[src/rtl/osr_ctrl_pkg.sv]
// Shared types and helpers for the OSR sequencer.
// Optional feature macro: OSR_CTRL_BG_REFILL_EN (background autopull refill while idle).
package osr_ctrl_pkg;

    typedef enum logic [1:0] {
        IDLE,
        OUT_REFILL,
        OUT_WAIT,
        PULL_WAIT
    } osr_ctrl_state_t;

    typedef enum logic [1:0] {
        SRC_FIFO,
        SRC_X,
        SRC_MOV
    } osr_load_src_t;

    localparam logic [5:0] OSR_COUNT_EMPTY = 6'd32;

    // 5-bit bit-count fields use 0 to mean a full 32-bit word
    function automatic logic [5:0] decode_32(input logic [4:0] v);
        return (v == 5'd0) ? 6'd32 : {1'b0, v};
    endfunction

endpackage

[src/rtl/osr_shift_counter.sv]
// Saturating 0..32 count of bits shifted out of the OSR since its last load.
// Resets to 32 so a freshly reset OSR reads as empty.
module osr_shift_counter
    import osr_ctrl_pkg::*;
(
    input  logic       clk,
    input  logic       rst,
    input  logic       clear,
    input  logic       add_en,
    input  logic [5:0] add_val,
    output logic [5:0] count
);

    logic [6:0] sum;

    // widened sum so the saturation compare sees any carry
    always_comb begin
        sum = {1'b0, count} + {1'b0, add_val};
    end

    // clear wins over add; add saturates at a full word
    always_ff @(posedge clk) begin
        if (rst) begin
            count <= OSR_COUNT_EMPTY;
        end else if (clear) begin
            count <= '0;
        end else if (add_en) begin
            count <= (sum > {1'b0, OSR_COUNT_EMPTY}) ? OSR_COUNT_EMPTY : sum[5:0];
        end
    end

endmodule

[src/rtl/osr_ctrl.sv]
// OSR sequencer: turns OUT / PULL / MOV-to-OSR requests into OSR load/shift
// strobes, TX FIFO pops and a stall back to the core.
// Optional feature macro: OSR_CTRL_BG_REFILL_EN. When defined, an idle
// controller refills an exhausted OSR from the FIFO without waiting for an OUT.
//
// state      | meaning
// IDLE       | no request in flight; new requests decoded here
// OUT_REFILL | OSR reloaded for a pending OUT; shift happens this cycle
// OUT_WAIT   | OUT needs an autopull refill but the FIFO is empty
// PULL_WAIT  | blocking PULL waiting for the FIFO to become non-empty
module osr_ctrl
    import osr_ctrl_pkg::*;
#(
    parameter int W = 32
) (
    input  logic         clk,
    input  logic         rst,
    input  logic         out_req,
    input  logic [4:0]   out_bits,
    input  logic         pull_req,
    input  logic         pull_block,
    input  logic         pull_ifempty,
    input  logic         mov_req,
    input  logic [W-1:0] mov_data,
    input  logic [W-1:0] x_reg,
    input  logic         autopull_en,
    input  logic [4:0]   pull_thresh,
    input  logic [W-1:0] fifo_data,
    input  logic         fifo_empty,
    output logic         fifo_pop,
    output logic         osr_load,
    output logic [W-1:0] osr_data_in,
    output logic         osr_shift_en,
    output logic [5:0]   osr_shift_cnt,
    output logic         done,
    output logic         stall,
    output logic [5:0]   osr_count
);

    osr_ctrl_state_t state;
    osr_ctrl_state_t state_nx;
    osr_load_src_t   load_src;
    logic [5:0]      thresh_val;
    logic [5:0]      bits_val;
    logic            refill_due;
    logic            cnt_clear;
    logic            cnt_add;

    osr_shift_counter u_cnt (
        .clk     (clk),
        .rst     (rst),
        .clear   (cnt_clear),
        .add_en  (cnt_add),
        .add_val (bits_val),
        .count   (osr_count)
    );

    // decode requests against the live config and count; all strobes held low in reset
    always_comb begin
        thresh_val = decode_32(pull_thresh);
        bits_val   = decode_32(out_bits);
        refill_due = autopull_en && (osr_count >= thresh_val);
        state_nx   = state;
        load_src   = SRC_FIFO;
        fifo_pop   = 1'b0;
        osr_load   = 1'b0;
        osr_shift_en = 1'b0;
        done       = 1'b0;
        cnt_clear  = 1'b0;
        cnt_add    = 1'b0;
        if (!rst) begin
            unique case (state)
                IDLE: begin
                    if (mov_req) begin
                        load_src  = SRC_MOV;
                        osr_load  = 1'b1;
                        cnt_clear = 1'b1;
                        done      = 1'b1;
                    end else if (pull_req) begin
                        if (pull_ifempty && (osr_count < thresh_val)) begin
                            done = 1'b1;
                        end else if (!fifo_empty) begin
                            fifo_pop  = 1'b1;
                            osr_load  = 1'b1;
                            cnt_clear = 1'b1;
                            done      = 1'b1;
                        end else if (pull_block) begin
                            state_nx = PULL_WAIT;
                        end else begin
                            load_src  = SRC_X;
                            osr_load  = 1'b1;
                            cnt_clear = 1'b1;
                            done      = 1'b1;
                        end
                    end else if (out_req) begin
                        if (refill_due) begin
                            if (!fifo_empty) begin
                                fifo_pop  = 1'b1;
                                osr_load  = 1'b1;
                                cnt_clear = 1'b1;
                                state_nx  = OUT_REFILL;
                            end else begin
                                state_nx = OUT_WAIT;
                            end
                        end else begin
                            osr_shift_en = 1'b1;
                            cnt_add      = 1'b1;
                            done         = 1'b1;
                        end
                    end
`ifdef OSR_CTRL_BG_REFILL_EN
                    else if (refill_due && !fifo_empty) begin
                        fifo_pop  = 1'b1;
                        osr_load  = 1'b1;
                        cnt_clear = 1'b1;
                    end
`endif
                end
                OUT_REFILL: begin
                    // count was cleared by the load, so adding N leaves exactly N
                    osr_shift_en = 1'b1;
                    cnt_add      = 1'b1;
                    done         = 1'b1;
                    state_nx     = IDLE;
                end
                OUT_WAIT: begin
                    if (!autopull_en) begin
                        osr_shift_en = 1'b1;
                        cnt_add      = 1'b1;
                        done         = 1'b1;
                        state_nx     = IDLE;
                    end else if (!fifo_empty) begin
                        fifo_pop  = 1'b1;
                        osr_load  = 1'b1;
                        cnt_clear = 1'b1;
                        state_nx  = OUT_REFILL;
                    end
                end
                PULL_WAIT: begin
                    if (!fifo_empty) begin
                        fifo_pop  = 1'b1;
                        osr_load  = 1'b1;
                        cnt_clear = 1'b1;
                        done      = 1'b1;
                        state_nx  = IDLE;
                    end
                end
                default: state_nx = IDLE;
            endcase
        end
        stall         = !rst && (mov_req || pull_req || out_req) && !done;
        osr_shift_cnt = osr_shift_en ? bits_val : 6'd0;
    end

    // load-value mux; only meaningful while osr_load is high
    always_comb begin
        unique case (load_src)
            SRC_X:   osr_data_in = x_reg;
            SRC_MOV: osr_data_in = mov_data;
            default: osr_data_in = fifo_data;
        endcase
    end

    // state register
    always_ff @(posedge clk) begin
        if (rst) begin
            state <= IDLE;
        end else begin
            state <= state_nx;
        end
    end

endmodule

[config.mk]
export PLATFORM = sky130hd
export DESIGN_NAME = osr_ctrl
export DESIGN_NICKNAME = d
export VERILOG_FILES = /design/src/rtl/osr_ctrl_pkg.sv /design/src/rtl/osr_shift_counter.sv /design/src/rtl/osr_ctrl.sv
export SDC_FILE = /design/constraint.sdc
export NUM_CORES = 1
export LEC_CHECK = 0
export ABC_AREA = 1
export CORE_MARGIN = 1
export CORE_UTILIZATION = 32
export CTS_CLUSTER_SIZE = 14
export DETAILED_ROUTE_END_ITERATION = 8
export PLACE_DENSITY = 0.82
export SYNTH_ARGS = -nofsm -noshare
export SYNTH_HDL_FRONTEND = slang
export SYNTH_SLANG_ARGS = --single-unit
[constraint.sdc]
create_clock -name clk -period 3.5 [get_ports clk]
set_clock_uncertainty 0.1 [all_clocks]
set_input_delay 0.35 -clock clk [delete_from_list [all_inputs] [get_ports clk]]
set_output_delay 0.35 -clock clk [all_outputs]
set_load 0.02 [all_outputs]
==> results <==
==> per-layer routing <==
layer	track usage (%)	vias to the layer above
met2	47.81	131
met3	5.465	23
met1	26.60	1311
li1	-	1481
met4	9.815	0
met5	0	-
==> where the power goes <==
group / total [W] / internal [W] / switching, W / leakage, nW
Clock: 0.000114 / 0.0000748 / 0.0000396 / 0.0216
Sequential: 0.000106 / 0.0000982 / 0.00000759 / 0.0652
Combinational: 0.000591 / 0.000277 / 0.000314 / 1.77
Total: 0.000811 / 0.000450 / 0.000361 / 1.86
==> kinds of logic after synthesis <==
group / after synthesis
xor gates and xnor gates: 1
buffers and inverters: 67
DFF: 8
adders and majority gates: 15
and+or+nand+nor: 178
AOI/OAI and AO/OA: 86
==> worst max-delay path: cells and delay by family <==
family | cells | cell delay [ps]
compound gates | 2 | 380
fa+ha+maj | 1 | 300
buf+inv | 4 | 1290
simple gates | 6 | 630
==> registers in the layout, indices dropped and copies added, names as in the netlist <==
| name | count |
|---|---|
| u_cnt.count | 6 |
| state | 2 |
==> cell usage after synthesis (2+ instances only) <==
master | instances | area [um2]
nand2_2 | 4 | 25.02
or2_2 | 2 | 12.51
nand3b_1 | 2 | 15.01
nand4_1 | 5 | 31.28
a21oi_1 | 75 | 375.4
o21ai_0 | 7 | 35.03
nor2_2 | 5 | 31.28
inv_1 | 48 | 180.2
ha_1 | 14 | 175.2
clkbuf_1 | 18 | 67.56
nand3_1 | 21 | 105.1
a21oi_2 | 2 | 17.52
nor2_1 | 48 | 180.2
nand2_4 | 2 | 22.52
nand2_1 | 84 | 315.3
dfxtp_1 | 8 | 160.2
==> layout make-up <==
type / count / area share [%]
multi-input combinational: 280 / 40.39
tap: 72 / 2.490
clock buffer: 3 / 1.141
timing repair buffer: 183 / 46.58
inverter: 48 / 4.979
sequential: 8 / 4.426
==> worst max path at each step <==
stage                       to  cells past startpoint
2_1_floorplan  osr_data_in[10]                     15
3_3_place_gp   osr_data_in[31]                     16
3_5_place_dp   osr_data_in[31]                     16
4_1_cts         osr_data_in[2]                     15
5_1_grt                   done                     13
6_report                  done                     13
==> metrics by stage <==
step / area (um2) / power, W / setup WS [ps] / std cells / utilization [%]
6_report: 3618 / 0.0008109 / 93.43 / 594 / 64.92
5_1_grt: 3618 / 0.0008744 / -7.311 / 594 / 64.92
4_1_cts: 3720 / 0.0008329 / 2.605 / 594 / 66.73
3_5_place_dp: 3690 / 0.0007423 / -371.9 / 591 / 66.20
3_3_place_gp: 3690 / 0.0007315 / -321.1 / 591 / 66.20
2_1_floorplan: 1863 / 0.0004108 / 422.3 / 355 / -
==> timing repair <==
action                     4_1_cts  5_1_grt
setup endpoints to repair       32       42
hold buffers                     0        0
gates resized for setup         54       60
==> impl.org <==
** Worst setup path
- Worst reg2reg path startpoint :: u_cnt.count[0]
- In this run the worst setup path begins at pull_thresh[2].
- The worst setup path is launched from an input pin.
- Traced cell by cell, the critical path runs through clkdlybuf4s50_1 > nor3_2 > nand3_1 > ha_1 > nand2_2 > inv_1 > a21oi_2 > buf_4 > nand3_2 > nand2_2 > nand3_1 > a31oi_1 > clkdlybuf4s50_1.
- Endpoint of the lowest-slack register-to-register path :: u_cnt.count[5]
- On the worst path, the slowest cell contributes a delay of around 660 ps.
- Required time of the critical path :: slightly above 3000 ps
- Category of the most critical setup path :: in -> out
- Worst-case reg-to-reg path depth :: 11
- Critical-path top delay cell :: clkdlybuf4s50_1
- Along the worst path, the maximum fanout reaches 3.
- Worst endpoint data arrival time :: about 3000 ps
- Worst-case register-to-register setup slack :: ~1300 ps
- STA classifies the critical path endpoint as a primary output.

** Synth
- Net Count, Synth :: roughly 490
- After synthesis the cells add up to around 1900 um2.
- The most used flip-flop cell after synthesis is dfxtp_1.
- Sequential-to-total area share from yosys stat :: about 8.6%
- In this run, synthesis produced a sequential element count of 8.
- Yosys printed 0 warnings.
- Summing the areas of all xor and xnor instances in the mapped netlist gives less than 1% of the synthesized area.
- The synthesized netlist devotes a little over a tenth of its cell area to adder and majority cells.
- Post-synthesis compound-gate area fraction :: a little under a quarter
- Async SR Flop Fraction :: 0%
- The average instance in the mapped netlist occupies about 5.2 um2.
- The number of different library cells used by synthesis comes to 26.
- Summing the areas of all and, or, nand and nor instances in the mapped netlist gives roughly 43% of the synthesized area.
- Dominant combinational cell family by area after synthesis :: simple AND/OR/NAND/NOR gates
- After technology mapping, the gate count stands at 355.
- Counting flops with a built-in enable in the synthesized netlist gives 0.
- Mux contribution to synthesized area :: 0%

** CTS
- Counting every sink on the clock net gives 8.
- Maximum number of buffers from clock root to sink :: 2
- After clock tree synthesis, the clock-pin slew on the worst setup and hold paths is 40 ps.
- Post-CTS repair timing setup buffer count :: 0
- The tree is rooted in a clkbuf_8.
- Clock insertion delay at the later pin of the skew report :: 240 ps
- In this run the number of H-tree levels came out at 1.
- TritonCTS built the clock tree.
- Total clock buffers created by CTS :: 3

** Finish
- At the end of the flow, the number of nets in the layout was ~650.
- Multi-input gate area in the final layout :: roughly 1500 um2
- Layout overhead on the synthesized area :: 94.22%
- The top cell types in the final layout, fill and taps aside, are clkdlybuf4s50_1, nand2_1, a21oi_1, nor2_1, inv_1.
- Number of antenna repair diodes :: 0
- Share of final-layout standard cells stronger than drive strength 1 :: 14.75%
- The filler cells instantiated in the layout total ~550.
- Footprint of the flip-flops and latches :: approximately 160 um2
- The library cell used most frequently in the layout, excluding fill and tap cells, is clkdlybuf4s50_1.

** Floorplanning
- Row generation in the floorplan step produced 27 rows.
- For this configuration, the core starts out at a cell density of between 30% and 40%.
- The floorplan step set the die height to 78.30 um.
- The floorplan step defined a die boundary enclosing 6131 um2.
- The die is approximately 78 um wide.
- Core outline area :: 5574 um2
- Io pins :: 164

** Worst hold path
- Along the worst hold path, the cell count comes to 2.
- The worst hold path terminates at u_cnt.count[0].
- Type of the tightest min-delay check :: reg -> reg
- Hold Crit Start :: u_cnt.count[0]

** Placed design
- During placement, the flow inserted port buffers numbering 163.
- At the end of routability-driven placement, the weighted congestion stood at approximately 0.87.
- Once detailed placement completed, the half-perimeter wirelength came to 6647 um.

** STA
- Final setup violation count :: 0
- The max-slew violation total from the final report came to 0.
- Period utilization :: a little over nine tenths
- Headroom to the max-slew limit came out at about three quarters.
- Shortest clock period the worst path allows after layout :: about 3400 ps
- Summed over all failing endpoints, the final setup total negative slack is 0 ps.
- Derived from the worst setup path, the maximum achievable clock frequency is approximately 290 MHz.
- The number of endpoints with negative hold slack in the final report came to 0.
- Hold slack :: approximately 430 ps
- At the pin with the least slew margin, the transition time is just under 400 ps.

** Outcome
- The flow ran to the end, and the final reports show no timing, DRC or antenna violations.

** Pwr
- For this design the static power due to leakage is ~1.9 nW.
- Pwr per Cell Area :: ~220 nW/um2
- IR analysis of the VDD net gives a maximum drop of 0.0001239 V.

** Routing
- Residual DRC :: 0
- Sum of routed wire segments on met1 :: about 3000 um
- Count of vias placed by the detailed router :: between 2000 and 3000
- Top sig layer :: met4
- The routed design has a little under 8000 um of wire.
- Once detail routing completed, the nets flagged for antenna violations numbered 0.
- DRT iter0 DRCs :: between 100 and 150
- After detailed routing, the number of vias per cell comes to slightly below 5.
- Wire segments on met3 add up to 533 um in the final route.
- Detailed routing placed a total of 4090 um of wire on met2.
- For this run, the detailed router's first-pass iteration total came to 4.
- Dividing the detail-routed wire length by the instance count gives between 10 and 15 um.

** GRT
- The first global-routing pass estimated around 12000 um of wire.
- For this run the aggregate overflow at the end of global routing stands at 0.
- Maximum number of pins on one net before global-route repair :: 33
- Global routing consumed, over all layers together, ~25% of the routing resources.
- The number of global-route vias before repair came to between 2000 and 3000.
- The initial antenna violation count came to 0.

** Flow run
- Max-cap violations in this run came to 0.
No activity file was read; power rests on OpenSTA's default activity.
